## src/rtl/aurora_tx_frame_gen.sv

```systemverilog
`default_nettype none
// ============================================================================
// Module   : aurora_tx_frame_gen
// Purpose  : AXI-Stream frame generator feeding an Aurora TX user interface.
// Revision : 1.0
// ============================================================================
module aurora_tx_frame_gen #(
  parameter int DATA_WIDTH = 32,
  parameter int FRAME_LEN  = 256,
  parameter int GAP_CYCLES = 16
) (
  input  logic                    sys_clk_i,
  input  logic                    rst_i,
  input  logic                    start_en_i,
  input  logic                    channel_up,
  input  logic                    s_axi_tx_tready,
  output logic [DATA_WIDTH-1:0]   s_axi_tx_tdata,
  output logic [DATA_WIDTH/8-1:0] s_axi_tx_tkeep,
  output logic                    s_axi_tx_tlast,
  output logic                    s_axi_tx_tvalid,
  output logic [31:0]             frame_cnt_o,
  output logic [15:0]             abort_cnt_o,
  output logic                    busy_o
);

  localparam logic [15:0]             c_LAST     = 16'(FRAME_LEN - 1);
  localparam logic [15:0]             c_GAP_LAST = 16'(GAP_CYCLES - 1);
  localparam logic [15:0]             c_MARK     = 16'hA55A;
  localparam logic [DATA_WIDTH/8-1:0] c_KEEP     = '1;

  typedef enum logic [1:0] {
    IDLE = 2'd0,
    SEND = 2'd1,
    GAP  = 2'd2
  } state_t;

  state_t                  r_state;
  logic [15:0]             r_k;
  logic [15:0]             r_seq;
  logic [15:0]             r_gap;
  logic [31:0]             r_frame_cnt;
  logic [15:0]             r_abort_cnt;
  logic                    r_tvalid;
  logic                    r_tlast;
  logic                    r_busy;
  logic [DATA_WIDTH-1:0]   r_tdata;
  logic [DATA_WIDTH/8-1:0] r_tkeep;

  logic        w_go;
  logic [15:0] w_k_next;
  logic [15:0] w_seq_next;

  assign w_go       = start_en_i && channel_up;
  assign w_k_next   = r_k + 16'd1;
  assign w_seq_next = r_seq + 16'd1;

  always_ff @(posedge sys_clk_i) begin
    if (rst_i) begin
      r_state     <= IDLE;
      r_k         <= '0;
      r_seq       <= '0;
      r_gap       <= '0;
      r_frame_cnt <= '0;
      r_abort_cnt <= '0;
      r_tvalid    <= 1'b0;
      r_tlast     <= 1'b0;
      r_busy      <= 1'b0;
      r_tdata     <= '0;
      r_tkeep     <= '0;
    end else begin
      case (r_state)
        IDLE: begin
          if (w_go) begin
            r_state  <= SEND;
            r_busy   <= 1'b1;
            r_tvalid <= 1'b1;
            r_tkeep  <= c_KEEP;
            r_tdata  <= {c_MARK, r_seq};
            r_tlast  <= 1'b0;
            r_k      <= '0;
          end
        end
        SEND: begin
          // Loss of channel wins over any beat on the same edge.
          if (!channel_up) begin
            r_state  <= IDLE;
            r_busy   <= 1'b0;
            r_tvalid <= 1'b0;
            r_tlast  <= 1'b0;
            r_tkeep  <= '0;
            r_tdata  <= '0;
            r_k      <= '0;
            if (r_abort_cnt != 16'hFFFF) r_abort_cnt <= r_abort_cnt + 16'd1;
          end else if (s_axi_tx_tready) begin
            if (r_k == c_LAST) begin
              r_k         <= '0;
              r_seq       <= w_seq_next;
              r_frame_cnt <= r_frame_cnt + 32'd1;
              if (GAP_CYCLES == 0 && w_go) begin
                r_tdata <= {c_MARK, w_seq_next};
                r_tlast <= 1'b0;
              end else begin
                r_tvalid <= 1'b0;
                r_tlast  <= 1'b0;
                r_tkeep  <= '0;
                r_tdata  <= '0;
                if (GAP_CYCLES > 0) begin
                  r_state <= GAP;
                  r_gap   <= c_GAP_LAST;
                end else begin
                  r_state <= IDLE;
                  r_busy  <= 1'b0;
                end
              end
            end else begin
              r_k     <= w_k_next;
              r_tdata <= {r_seq, w_k_next};
              r_tlast <= (w_k_next == c_LAST);
            end
          end
        end
        GAP: begin
          if (r_gap == 16'd0) begin
            if (w_go) begin
              r_state  <= SEND;
              r_tvalid <= 1'b1;
              r_tkeep  <= c_KEEP;
              r_tdata  <= {c_MARK, r_seq};
              r_tlast  <= 1'b0;
              r_k      <= '0;
            end else begin
              r_state <= IDLE;
              r_busy  <= 1'b0;
            end
          end else begin
            r_gap <= r_gap - 16'd1;
          end
        end
        default: begin
          r_state <= IDLE;
          r_busy  <= 1'b0;
        end
      endcase
    end
  end

  assign s_axi_tx_tdata  = r_tdata;
  assign s_axi_tx_tkeep  = r_tkeep;
  assign s_axi_tx_tlast  = r_tlast;
  assign s_axi_tx_tvalid = r_tvalid;
  assign frame_cnt_o     = r_frame_cnt;
  assign abort_cnt_o     = r_abort_cnt;
  assign busy_o          = r_busy;

endmodule
`default_nettype wire

```

## config.mk

```make
export PLATFORM = sky130hd
export DESIGN_NAME = aurora_tx_frame_gen
export DESIGN_NICKNAME = d
export VERILOG_FILES = /design/src/rtl/aurora_tx_frame_gen.sv
export SDC_FILE = /design/constraint.sdc
export NUM_CORES = 1
export LEC_CHECK = 0
export ABC_AREA = 1
export CAP_MARGIN = 20
export CORE_MARGIN = 4
export CORE_UTILIZATION = 42
export DETAILED_ROUTE_END_ITERATION = 7
export PLACE_DENSITY = 0.68
export SETUP_SLACK_MARGIN = 0.4
export SYNTH_ARGS = -nofsm -noshare
export SYNTH_HDL_FRONTEND = slang
export SYNTH_SLANG_ARGS = --single-unit
```

## constraint.sdc

```tcl
create_clock -name sys_clk_i -period 1.6 [get_ports sys_clk_i]
set_input_delay 0.32 -clock sys_clk_i [delete_from_list [all_inputs] [get_ports sys_clk_i]]
set_output_delay 0.32 -clock sys_clk_i [all_outputs]
set_load 0.01 [all_outputs]
```

Word level (Yosys, flattened, before mapping)
Cells that the tools add are included.
{"block": "totals", "ff_bits": 137, "in_bits": 5, "out_inout_bits": 87, "word_cells": 91}
{"block": "op_classes", "add_sub_neg": 5, "eq_ne": 15, "n_mux": 47, "bitwise_logic": 1, "reduce_logical": 12}
{"cell": "32-bit two-way mux", "count": 5}
{"cell": "16-bit two-way mux", "count": 9}
{"cell": "32-bit one-hot mux with 3 select lines", "count": 1}
{"cell": "16-bit by 1-bit adder with 16-bit output (second input constant)", "count": 3}
{"cell": "16-bit one-hot mux with 3 select lines", "count": 1}
{"cell": "32-bit by 1-bit adder with 32-bit output (second input constant)", "count": 1}
{"cell": "16-bit by 8-bit equality test with 1-bit output (second input constant)", "count": 2}
{"cell": "16-bit one-hot mux with 2 select lines", "count": 1}
{"cell": "4-bit two-way mux", "count": 5}
{"cell": "16-bit zero test", "count": 1}
{"cell": "16-bit inequality test (second input constant)", "count": 1}
{"cell": "2-bit inequality test (second input constant)", "count": 8}
{"cell": "4-bit AND reduction", "count": 4}
{"cell": "16-bit by 1-bit subtractor with 16-bit output (second input constant)", "count": 1}
{"cell": "1-bit two-way mux", "count": 15}
{"cell": "4-bit one-hot mux with 3 select lines", "count": 1}
{"cell": "2-bit two-way mux", "count": 5}
{"cell": "1-bit one-hot mux with 3 select lines", "count": 3}
{"cell": "3-bit inequality test (second input constant)", "count": 2}
{"cell": "2-bit one-hot mux with 3 select lines", "count": 1}
{"cell": "3-bit AND reduction", "count": 2}
{"cell": "5-bit AND reduction", "count": 1}
{"cell": "3-bit nonzero test", "count": 1}
{"cell": "2-bit by 1-bit equality test with 1-bit output (second input constant)", "count": 1}
{"cell": "other kinds (5)", "count": 5}

Depth between registers and ports, before layout
Gate-level depths: netlist of the first run.
{"block": "logic_depth", "depth_word": 6, "mapped_depth": 13, "ltp_nobuf": 13}

Worst setup path after synthesis of the first run
No wires, ideal clock.
{"block": "synth_timing", "path_type": "reg2reg", "startpoint": "register r_frame_cnt[0] (netlist: frame_cnt_o[0])", "endpoint": "register r_frame_cnt[20] (netlist: frame_cnt_o[20])", "setup_time_ps": 132, "arrival_ps": 1674, "t_required_ps": 1468, "path_slack_ps": -206, "stages_incl_launch_ff": 11, "path_buffers": 0, "period_less_slack_ps": 1806, "path_cell_list": "dfxtp_1 ha_1 nand3_1 nor2_1 inv_1 nor2_4 nand2_1 nor2_2 nand2_1 nor2_1 nor3b_2"}
{"block": "synth_between", "elab_chain_len": 1}
{"element": "from (decl)", "line": "41", "source": "logic [31:0] r_frame_cnt;"}
{"element": "from (signal assigned)", "line": "98", "source": "r_frame_cnt <= r_frame_cnt + 32'd1;"}
{"element": "32-bit by 1-bit adder with 32-bit output", "line": "98"}
Every way passes these cells.
A chain may end at the register's enable or synchronous reset.

Worst setup path in the final report of the first run
{"block": "layout_timing", "startpoint": "register r_k[0]", "endpoint": "register r_gap[1]"}
{"block": "layout_between", "elab_chain_len": 3}
{"element": "from (decl)", "line": "38", "source": "logic [15:0] r_k;"}
{"element": "from (signal assigned)", "line": "116", "source": "r_k <= w_k_next;"}
{"element": "16-bit by 8-bit equality test with 1-bit output", "line": "95", "source": "if (r_k == c_LAST) begin"}
{"element": "2-bit inequality test (no line)"}
{"element": "5-bit AND reduction (no line)"}
{"element": "to (signal assigned)", "line": "109", "source": "r_gap <= c_GAP_LAST;"}
{"element": "to (signal assigned)", "line": "136", "source": "r_gap <= r_gap - 16'd1;"}
{"element": "to (decl)", "line": "40", "source": "logic [15:0] r_gap;"}
Every way passes these cells.

==> impl_metrics.py, run 1 <==
metrics = {
    "synthesis": {
        "synth_mux_area_share_pct": 0,
        "synth_top_family_by_area": "simple AND/OR/NAND/NOR gates",
        "synth_area_leaders": "dfxtp_1 (39%), nand2_1 (14%), nor2_1 (7.2%)",
        "synth-seq-cells": 134,
        "synth_cell_types": 46,
        "synthCells": 1001,
        "synth_fp_nets": 1013,
        "synth_fa_ha_area_share_pct": 1.275,
        "seq_area_frac_synth_pct": 39.05,
        "yosys.area.top_type": "dfxtp_1",
        "synthTopCellsByCount": "nand2_1 (253), dfxtp_1 (134), nor2_1 (132)",
        "yosysWarningCount": 0,
        "syn_area_um2": 6869,
        "synth.most_common_cell": "nand2_1",
        "syn_avg_cell_area_um2": 6.862,
        "synth_edf_count": 0,
        "async_reset_ff_share_pct": 0,
        "yosys.area_share.simple_pct": 36.41,
        "yosysTopAreaCellShare_pct": 39.05,
        "synth_compound_area_share_pct": 12.75,
        "synthFlopType": "dfxtp_1",
        "synth_xor_area_share_pct": 2.040,
    },
    "critical_path": {
        "reg2reg_from": "r_k[0]$_SDFFE_PP0P_",
        "crit_path_end_kind": "flop",
        "arrival_ps": 2380,
        "path_class": "flop to flop",
        "crit_start": "r_k[0]$_SDFFE_PP0P_",
        "required_ps": 1920,
        "path_max_fanout": 6,
        "startpoint_type": "flop",
    },
    "timing": {
        "final-setup-viol-count": 119,
        "setup_slack_ps": -464.6,
        "max_freq_mhz": 484.3,
        "setup-tns-final_ps": -26190,
        "rsz0062_at_grt": "true",
        "fin_crit_ps": 2065,
        "drv_slew": 0,
        "slew-limit-headroom_pct": 56.25,
        "hold_violations": 0,
        "period_share_pct": 129.0,
        "finClkSkew_ps": 12.90,
        "max_slew.worst_pin.slew_ps": 649.4,
    },
    "cts": {
        "clkLatencyLatePin_ps": 440,
        "cts.sink_count": 134,
        "cts_made_buffers": 17,
        "hold_buffers": 0,
        "htreeDepth": 4,
        "cts_buffer_depth": 2,
        "cts_root_buffer": "clkbuf_16",
        "path_clk_slew_ps": 60,
        "tritoncts": "done",
    },
    "global_routing": {
        "grt_pass1_vias": 7659,
        "grt_pass1_wl_um": 37000,
        "grt_start_max_net_pins": 93,
        "gr-usage-all-layers_pct": 24.83,
        "globalRouteOverflowTotal": 0,
        "antenna_found_initial": 0,
    },
    "placement": {
        "io_buffer_count": 91,
        "globalplace.congestion": 0.8870,
        "hpwlAfterDp_um": 14260,
        "place_area_um2": 9293,
    },
    "status": {
        "violations": "negative setup slack",
        "outcome": "complete, but fails checks",
    },
    "detailed_routing": {
        "wl_per_cell_um": 17.35,
        "dr.pass1.iters": 6,
        "avgViaCountPerCell": 5.417,
        "ant_nets": 0,
        "drtIter0Drc": 738,
        "via_count": 8439,
        "wl_um": 27030,
        "drc_errors": 0,
    },
    "final_layout": {
        "post-route-util_pct": 77.41,
        "drive_above_1_share_pct": 54.10,
        "design_area_um2": 12340,
        "nets": 1341,
        "antenna_cells": 0,
        "synthToLayoutAreaGrowth_pct": 79.67,
    },
    "worst_hold_path": {
        "hold_class": "input port to flop",
        "min-delay-start": "rst_i",
    },
    "power_and_ir_drop": {
        "power_per_cell_area_nw_per_um2": 701.4,
        "p_leak_nw": 5.087,
        "finalPower_mw": 8.657,
        "peakVddDrop_uv": 788.8,
    },
    "die": {
        "die_area_um2": 18460,
        "die_w_um": 135.9,
        "die_y_um": 135.9,
        "num_rows": 46,
        "io_pins": 92,
        "core_um2": 15940,
        "start_util_pct": 43.09,
    },
    "job": {
        "maxCapViolCount": 0,
    },
}
==> stage by stage <==
stage	hold slack [ps]	setup slack [ps]	cells
after floorplan	443.3	-58.92	1001
after global placement	445.6	-423.0	1420
after detailed placement	447.1	-476.0	1420
after CTS	407.0	-212.6	1515
after global routing	437.7	-503.5	1558
final	417.0	-464.6	1558
==> layout make-up <==
class | instances | area [µm²]
multi-input cells | 730 | 4830
fillers | 986 | 3601
repair buffers | 342 | 3373
flip-flops and latches | 134 | 2853
clock buffers | 19 | 432.9
inverters | 104 | 425.4
well taps | 216 | 270.3
clock inverters | 13 | 157.7
==> state kept, by name, indices dropped and copies added, names as in the netlist <==
register,cells
frame_cnt_o,32
s_axi_tx_tdata,32
abort_cnt_o,16
r_gap,16
r_k,16
r_seq,16
r_state,2
busy_o,1
s_axi_tx_tkeep,1
s_axi_tx_tlast,1
s_axi_tx_tvalid,1
==> worst paths after layout <==
check                                       to  slack [ps]  depth (start not counted)
setup / recovery         r_gap[1]$_SDFFE_PP0P_        -460                         12
hold / removal    s_axi_tx_tvalid$_SDFFE_PP0P_         420                          4
setup reg to reg         r_gap[1]$_SDFFE_PP0P_        -460                         12
hold reg to reg            busy_o$_SDFFE_PP0P_         460                          2
==> layout by cell type (no fill, tap or decap), types with 25 or more instances in the layout <==
cell type,count
a21oi_1,27
nand2_4,25
nor2_4,25
buf_4,167
nor2_1,92
nand2_1,198
nor2_2,26
nor3_1,29
nand3_1,38
a21oi_2,41
dfxtp_2,67
buf_6,155
nand2_2,35
dfxtp_1,44
inv_1,82
==> worst max-delay path: stages, from the launching register on <==
cell and delay (ps):
dfxtp_2 360, ha_4 160, nand2_4 60, nor2_4 120, nand2_4 80, inv_4 80
buf_6 90, nand4_1 170, buf_4 230, nand2_8 90, buf_6 150, o21ai_2 60
a31oi_1 280
==> logic make-up (layout without fill, tap and decap cells) <==
logic type | count (synthesis) | after routing
XOR/XNOR | 16 | 16
buffers and inverters | 138 | 478
adder cells (fa/ha/maj) | 7 | 7
AO/OA/AOI/OAI | 153 | 153
AND/OR/NAND/NOR | 553 | 554
flip-flops | 134 | 134
==> report_power, final <==
part | leakage [nW] | internal, mW | switching (mW)
clock | 0.280 | 2.44 | 1.59
combinational | 3.67 | 0.571 | 0.622
sequential | 1.13 | 3.37 | 0.0603
total | 5.09 | 6.38 | 2.28
==> what timing repair did <==
| action | CTS | global route |
|---|---|---|
| pin swaps | 58 | 74 |
| setup buffers | 57 | 41 |
| cloned | 6 | 2 |
| setup endpoints to repair | 221 | 216 |
| gates resized for setup | 667 | 198 |
==> routing by layer <==
metal	vias to the layer above	share of wire, %	global-route usage, %
met4	0	3.9	9.966
met1	3971	40	31.18
met2	407	49	41.84
li1	3960	-	-
met5	-	0	0
met3	101	6.6	4.996
Note: power is estimated with default switching activity, not from simulation.
==> inputs of run 2 (changes only) <==
--- a/config.mk
+++ b/config.mk
@@ -8,9 +8,10 @@
 export ABC_AREA = 1
 export CAP_MARGIN = 20
 export CORE_MARGIN = 4
-export CORE_UTILIZATION = 42
+export CORE_UTILIZATION = 37
 export DETAILED_ROUTE_END_ITERATION = 7
-export PLACE_DENSITY = 0.68
+export PLACE_DENSITY = 0.62
+export RECOVER_POWER = 50
 export SETUP_SLACK_MARGIN = 0.4
 export SYNTH_ARGS = -nofsm -noshare
 export SYNTH_HDL_FRONTEND = slang
==> impl_metrics.py, run 2 (synthesized netlist as in run 1, its figures left out) <==
metrics = {
    "die": {
        "io_pins": 92,
        "die_w_um": 144.3,
        "die_area_um2": 20810,
        "num_rows": 49,
        "core_um2": 18090,
        "die_y_um": 144.3,
        "start_util_pct": 37.98,
    },
    "timing": {
        "period_share_pct": 114.3,
        "hold_violations": 0,
        "fin_crit_ps": 1828,
        "setup_slack_ps": -228.5,
        "max_freq_mhz": 546.9,
        "final-setup-viol-count": 115,
        "holdWs_ps": 332.3,
        "finClkSkew_ps": 7.840,
        "max_slew.worst_pin.slew_ps": 489.5,
        "slew-limit-headroom_pct": 67.37,
        "drv_slew": 0,
        "rsz0062_at_grt": "true",
    },
    "critical_path": {
        "worstPathCellList": "nand2_1 -> nor2_1 -> nand2_2 -> inv_4 -> nand2_8 -> inv_4 -> nand3_4 -> buf_4 -> buf_6 -> nor3_4 -> nor3_2",
        "cp.buffers_inverters": 4,
        "critPathTopFamily": "simple AND/OR/NAND/NOR gates",
        "arrival_ps": 2130,
        "crit_slowest_cell": "dfxtp_1",
        "cpMostUsedCell": "inv_4",
        "rrSetupSlack_ps": -230,
        "required_ps": 1910,
        "path_max_fanout": 7,
        "startpoint_type": "flop",
        "cp_slowest_stage_delay_ps": 350,
        "path_class": "flop to flop",
        "crit_path_end_kind": "flop",
    },
    "final_layout": {
        "nets": 1329,
        "synthToLayoutAreaGrowth_pct": 73.42,
        "multi_input_area_um2": 4531,
        "seqCellArea_um2": 2778,
        "design_area_um2": 11910,
        "stdcell_count": 1559,
        "fillerInstances": 1457,
        "antenna_cells": 0,
        "final_common_cell": "nand2_1",
        "most-common-layout-cells": "nand2_1 (194), buf_4 (164), buf_6 (141)",
        "drive_above_1_share_pct": 47.14,
    },
    "global_routing": {
        "grt_start_max_net_pins": 79,
        "grt_pass1_vias": 7459,
        "grt_pass1_wl_um": 36590,
        "globalRouteOverflowTotal": 0,
        "antenna_found_initial": 0,
        "gr-usage-all-layers_pct": 21.94,
    },
    "power_and_ir_drop": {
        "power_per_cell_area_nw_per_um2": 753.5,
        "p_leak_nw": 4.946,
        "peakVddDrop_uv": 765.1,
    },
    "detailed_routing": {
        "via_count": 7840,
        "dr.pass1.iters": 5,
        "ant_nets": 0,
        "avgViaCountPerCell": 5.029,
        "route.met3.wl_um": 1069,
        "dr_wl_met2_um": 11500,
        "drtIter0Drc": 391,
        "top_layer": "met4",
        "wl_um": 23720,
        "met1Wirelength_um": 10470,
        "drc_errors": 0,
        "wl_per_cell_um": 15.21,
    },
    "placement": {
        "dp_cells": 1438,
        "hpwlAfterDp_um": 14670,
        "place_area_um2": 9371,
        "io_buffer_count": 91,
        "globalplace.congestion": 0.8674,
    },
    "cts": {
        "htreeDepth": 4,
        "cts_buffer_depth": 2,
        "cts_made_buffers": 17,
        "cts_root_buffer": "clkbuf_16",
        "tritoncts": "done",
        "hold_buffers": 0,
        "cts.sink_count": 134,
        "path_clk_slew_ps": 60,
        "clkLatencyLatePin_ps": 430,
    },
    "status": {
        "outcome": "complete, but fails checks",
        "violations": "negative setup slack",
    },
    "worst_hold_path": {
        "hold_class": "input port to flop",
    },
    "job": {
        "maxCapViolCount": 0,
    },
}
## run 2: path summary, 6_finish.rpt
kind	startpoint	to	depth (start not counted)
worst max-delay path	r_k[6]$_SDFFE_PP0P_	frame_cnt_o[18]$_SDFFE_PP0P_	11
worst min-delay path	rst_i	r_gap[5]$_SDFFE_PP0P_	4
worst max register to register	r_k[6]$_SDFFE_PP0P_	frame_cnt_o[18]$_SDFFE_PP0P_	11
worst min register to register	abort_cnt_o[4]$_SDFFE_PP0P_	abort_cnt_o[4]$_SDFFE_PP0P_	1
## run 2: metrics by stage
step                      utilization (%)  TNS (ps)  power, mW  setup slack [ps]
after floorplan                         -    -858.5      3.960            -58.92
after global placement              51.82    -49870      4.293            -463.2
after detailed placement            51.82    -57420      4.296            -526.6
after CTS                           61.18    -10020      8.891            -158.7
after global routing                65.87    -24930      9.281            -324.1
final                               65.87    -14330      8.976            -228.5
## run 2: power breakdown
part / switching [mW] / internal (mW) / total, mW
Clock: 1.60 / 2.59 / 4.19
Sequential: 0.0517 / 3.37 / 3.43
Combinational: 0.646 / 0.719 / 1.36
Total: 2.30 / 6.68 / 8.98
## run 2: worst reg2reg max path: cells and delay by family, from the launching register on
family / cells / cell delay, ps
buf+inv: 4 / 510
flops: 1 / 350
simple gates: 7 / 850
## run 2: what timing repair did
action	CTS	global route
setup endpoints to repair	221	220
buffers inserted	46	32
resized for setup	597	188
pin swaps	41	58
cloned	7	4
## run 2: area by class of cell
type	count	area share (%)
multi-input combinational	730	38.03
timing repair buffer	329	27.23
sequential	134	23.32
clock buffer	21	4.222
inverter	104	3.571
tap	229	2.405
clock inverter	11	1.145
timing repair inverter	1	0.07352
## run 2: layer usage
| metal | vias to the layer above | global-route usage, % |
|---|---|---|
| met5 | - | 0 |
| met2 | 207 | 35.40 |
| met1 | 3649 | 29.45 |
| met3 | 47 | 3.505 |
| met4 | 0 | 8.787 |
| li1 | 3937 | - |
==> inputs of run 3 (changes only) <==
--- a/config.mk
+++ b/config.mk
@@ -6,6 +6,7 @@
 export NUM_CORES = 1
 export LEC_CHECK = 0
 export ABC_AREA = 1
+export ABC_CLOCK_PERIOD_IN_PS = 1600
 export CAP_MARGIN = 20
 export CORE_MARGIN = 4
 export CORE_UTILIZATION = 37
==> results of run 3 <==
The final DEF is identical to that of run 2; final timing and power are the same.
==> variant 1: new RTL, flow settings as in run 2 <==
Encoding of `state_t`: now one-hot (3 bits for 3 states).
--- a/src/rtl/aurora_tx_frame_gen.sv
+++ b/src/rtl/aurora_tx_frame_gen.sv
@@ -29,8 +29,8 @@
   localparam logic [DATA_WIDTH/8-1:0] c_KEEP     = '1;
 
-  typedef enum logic [1:0] {
-    IDLE = 2'd0,
-    SEND = 2'd1,
-    GAP  = 2'd2
+  typedef enum logic [2:0] {
+    IDLE = 3'b001,
+    SEND = 3'b010,
+    GAP  = 3'b100
   } state_t;
 
Formal check against the unedited RTL: same outputs for any inputs over 4 cycles, from zero or initial values and one cycle with rst_i high; so few cycles prove little.
==> variant 1 against run 2 <==
- the run still ends with setup timing left
- area after synthesis increased by 5.5%
- utilization fell by 0.39 points
- cell count grew 7.6%
- via count is 8.7% higher
- synthesized cell count up 9.7%
- sequential cell count up 1
- critical path depth is 2 lower
- first-iteration DRC count is 31% higher
- setup slack lost 0.016 ns
- wire length rose by 10%
- design area is 4.2% higher
Power is not compared: it rests on default switching activity, and its combinational part moved more than twofold at a synthesized area within 25%.
==> variant 1: results (changes against run 2) <==
post-synthesis compound-gate area fraction=12.61% (-0.14 points); Slew HR=66.13% (-1.2 points); dpl ws=-0.5195 ns (+0.007095 ns); setup tns final=-11.78 ns (+2.551 ns); clock skew=0.01081 ns (+0.002972 ns); syn nets=1110 (+9.6%); total clock sinks=135 (+0.75%); via-per-instance ratio=5.077 (+0.95%); GPL Wtd Cong=0.8928 (+2.9%); CLK BUF=20 (-4.8%); inverters=99 (-5.7%); Synth top cells by count=nand2_1, dfxtp_1, a21oi_1, nor2_1, inv_1; Multi-input gate area=4928 sq um (+8.8%); syn_area_per_cell=6.598 sq um (-3.9%); number of global-route vias before repair=7823 (+4.9%); final cell count without fillers=1678 (+7.6%); Area after DPL=9669 sq um (+3.2%); count of multi-input gates=825 (+13%); Clock-cell share=4.587% (-0.78 points); DP Cell Count=1557 (+8.3%); Tot GR Track Use=21.25% (-0.69 points); Worst Slack Setup Final=-0.2448 ns (-0.01632 ns); die area=21880 sq um (+5.2%); run status=finished with violations; Iter 0 DRT Violations=513 (+31%); fraction of area in multi-input gates=39.71% (+1.7 points); first-pass GRT wire length=38.18 mm (+4.3%); register area share after synthesis=37.31% (-1.7 points); Crit Path Max Fanout=6 (-1); layout cells sized above 1=45.70% (-1.4 points); Reg area=2865 sq um (+3.2%); half-perimeter wire length after placement=15.62 mm (+6.4%); Arr. time, crit path=2.20 ns (+0.07 ns); final setup vio count=114 (-0.87%); Layout Nets=1420 (+6.8%); Max stage delay cell, worst path=dfxtp_4; Cell variety after synth=41 (-11%); Signal buffers=330 (+0.30%); top cells by area, synth=dfxtp_1, nand2_1, a21oi_1; XOR/XNOR share of the synthesized area=4.957% (+2.9 points); Fillers=1558 (+6.9%); failing checks=setup timing; Async SR Flop Fraction=0% (unchanged)
## variant 1: path summary, 6_finish.rpt
kind / start / to / slack [ns] / depth (start not counted)
worst max-delay path: r_k[1] / r_gap[10] / -0.24 / 9
worst min-delay path: rst_i / r_gap[6] / 0.42 / 5
worst max register to register: r_k[1] / r_gap[10] / -0.24 / 9
worst min register to register: s_axi_tx_tdata[0] / s_axi_tx_tdata[0] / 0.46 / 2
## variant 1: critical path: cells and delay by family (launching register included)
family	cells	cell delay, ns
AO/OA/AOI/OAI	1	0.18
adder cells (fa/ha/maj)	1	0.15
buffers and inverters	2	0.27
flip-flops	1	0.36
AND/OR/NAND/NOR	5	0.81
## variant 1: routing by layer
metal  wire length [um]  track usage [%]
met1              10930            26.80
met2              13170            36.25
met3               1376            3.893
met4                663            8.037
met5                  0                0
## variant 1: timing repair
action	4_1_cts	5_1_grt
resized for setup	565	262
pin swaps	16	64
setup buffers	39	39
endpoints found under the hold margin	0	0
gates cloned	6	8
endpoints found under the setup margin	222	221
==> variant 2: new RTL, settings of run 2 <==
Made on the original files. `FRAME_LEN`: 256 -> 128.
--- a/src/rtl/aurora_tx_frame_gen.sv
+++ b/src/rtl/aurora_tx_frame_gen.sv
@@ -7,5 +7,5 @@
 module aurora_tx_frame_gen #(
   parameter int DATA_WIDTH = 32,
-  parameter int FRAME_LEN  = 256,
+  parameter int FRAME_LEN  = 128,
   parameter int GAP_CYCLES = 16
 ) (
Behaviour: no difference found for any inputs over 4 cycles, from zero or initial values and one cycle with rst_i high; that may be too few to reach the edited logic, so the function may still have changed.
==> variant 2 against run 2 <==
- the run still ends with setup timing left
- critical endpoint is now s_axi_tx_tlast
- wire length grew 9.4%
- cell count decreased by 0.13%
- sequential cell count unchanged
- largest power group unchanged
- setup slack worse by 0.13 ns
- synthesized cell count down 0.50%
- area after synthesis shrank 2.0%
- combinational power increased by 7%
- worst hold slack lost 0.0058 ns
- design area rose by 5.4%
- power is 4.8% higher
==> variant 2: results (changes against run 2) <==
run status=finished with violations; failing checks=setup timing; RR Endpoint=s_axi_tx_tlast; Worst R2R Path Depth=12 (+1); worst reg2reg startpoint=r_k[0]; Arr. time, crit path=2.31 ns (+0.18 ns); Reg area=2873 sq um (+3.4%); hold endpoint=s_axi_tx_tdata[1]; dpl ws=-0.4436 ns (+0.08296 ns); Layout Nets=1327 (-0.15%); Area after DPL=9201 sq um (-1.8%); Fillers=1330 (-8.7%); Multi-input gate area=4915 sq um (+8.5%); Synth Area in Adders=1.302% (+0.027 points); met1 global-route usage=27.52% (-1.9 points); Cell variety after synth=43 (-6.5%); Max stage delay cell, worst path=dfxtp_2; clk slew on worst S/H paths=0.06 ns (about the same); met2 GRT Util=41.05% (+5.6 points); Die X=142.9 um (-0.97%); comb pwr=1.46 mW (+7%); fraction of area in multi-input gates=39.16% (+1.1 points); number of global-route vias before repair=7797 (+4.5%); Num CTS Buffers=17 (unchanged); Crit Path Max Fanout=3 (-4); Met2 Wirelength=13.37 mm (+16%); syn nets=1008 (-0.49%); Clock-cell share=5.443% (+0.076 points); top cells by area, synth=dfxtp_1, nand2_1, a21oi_1; Leak=5.442 nW (+10%); clock skew=0.005533 ns (-0.002307 ns); buffering overhead=26.77% (-0.47 points); setup tns final=-13.18 ns (+1.151 ns); post-synthesis compound-gate area fraction=12.90% (+0.15 points); share of power burned in registers=36.5% (-1.7 points); layout cells sized above 1=56.63% (+9.5 points); count of multi-input gates=731 (+0.14%); Signal buffers=330 (+0.30%); Hold Path Depth=4 (unchanged); XOR/XNOR share of the synthesized area=1.562% (-0.48 points); largest net degree at the start of global routing=63 (-20%); syn_area_per_cell=6.756 sq um (-1.5%); final cell count without fillers=1557 (-0.13%); Worst Slack Setup Final=-0.3579 ns (-0.1294 ns); Metal-1 WL=10.22 mm (-2.4%); first-pass GRT wire length=37.85 mm (+3.5%); I/O Buffers=91 (unchanged); worst vdd ir=0.0007695 V (+0.58%); final setup vio count=116 (+0.87%); Sw Ratio=24.27% (-1.3 points); Tot GR Track Use=23.10% (+1.2 points); Synth top cells by count=nand2_1, dfxtp_1, nor2_1, inv_1, a21oi_1; via-per-instance ratio=5.258 (+4.5%); half-perimeter wire length after placement=14.59 mm (-0.56%); GPL Wtd Cong=0.9145 (+5.4%); final hold slack=0.3265 ns (-0.005784 ns); routing usage on met3=4.320% (+0.81 points); register area share after synthesis=39.87% (+0.81 points); DP Cell Count=1419 (-1.3%); H-tree levels=4 (unchanged)
variant 2: worst max path at each step:
stage | startpoint | end | slack (ns) | cells after the start
finish | r_k[0] | s_axi_tx_tlast | -0.36 | 12
global route | r_k[0] | s_axi_tx_tlast | -0.45 | 12
CTS | r_k[1] | frame_cnt_o[11] | -0.13 | 9
detailed placement | channel_up | frame_cnt_o[11] | -0.44 | 11
global placement | channel_up | frame_cnt_o[31] | -0.42 | 12
floorplan | r_k[1] | r_seq[6] | -0.006 | 9
variant 2: cell families after synthesis:
| kind of cell | count (synthesis) |
|---|---|
| compound gates | 161 |
| buf+inv | 133 |
| flops | 134 |
| simple gates | 549 |
| fa+ha+maj | 7 |
| xor+xnor | 12 |
variant 2: tightest hold or removal path: stages:
cell,delay [ns]
buf_2,0.12
inv_2,0.14
nand2_1,0.10
inv_1,0.03
variant 2: timing repair:
item,in CTS,in global routing
setup buffers,58,39
endpoints found under the setup margin,221,221
pin swaps,61,60
gates cloned,8,1
gates resized for setup,718,210
hold buffers,0,0
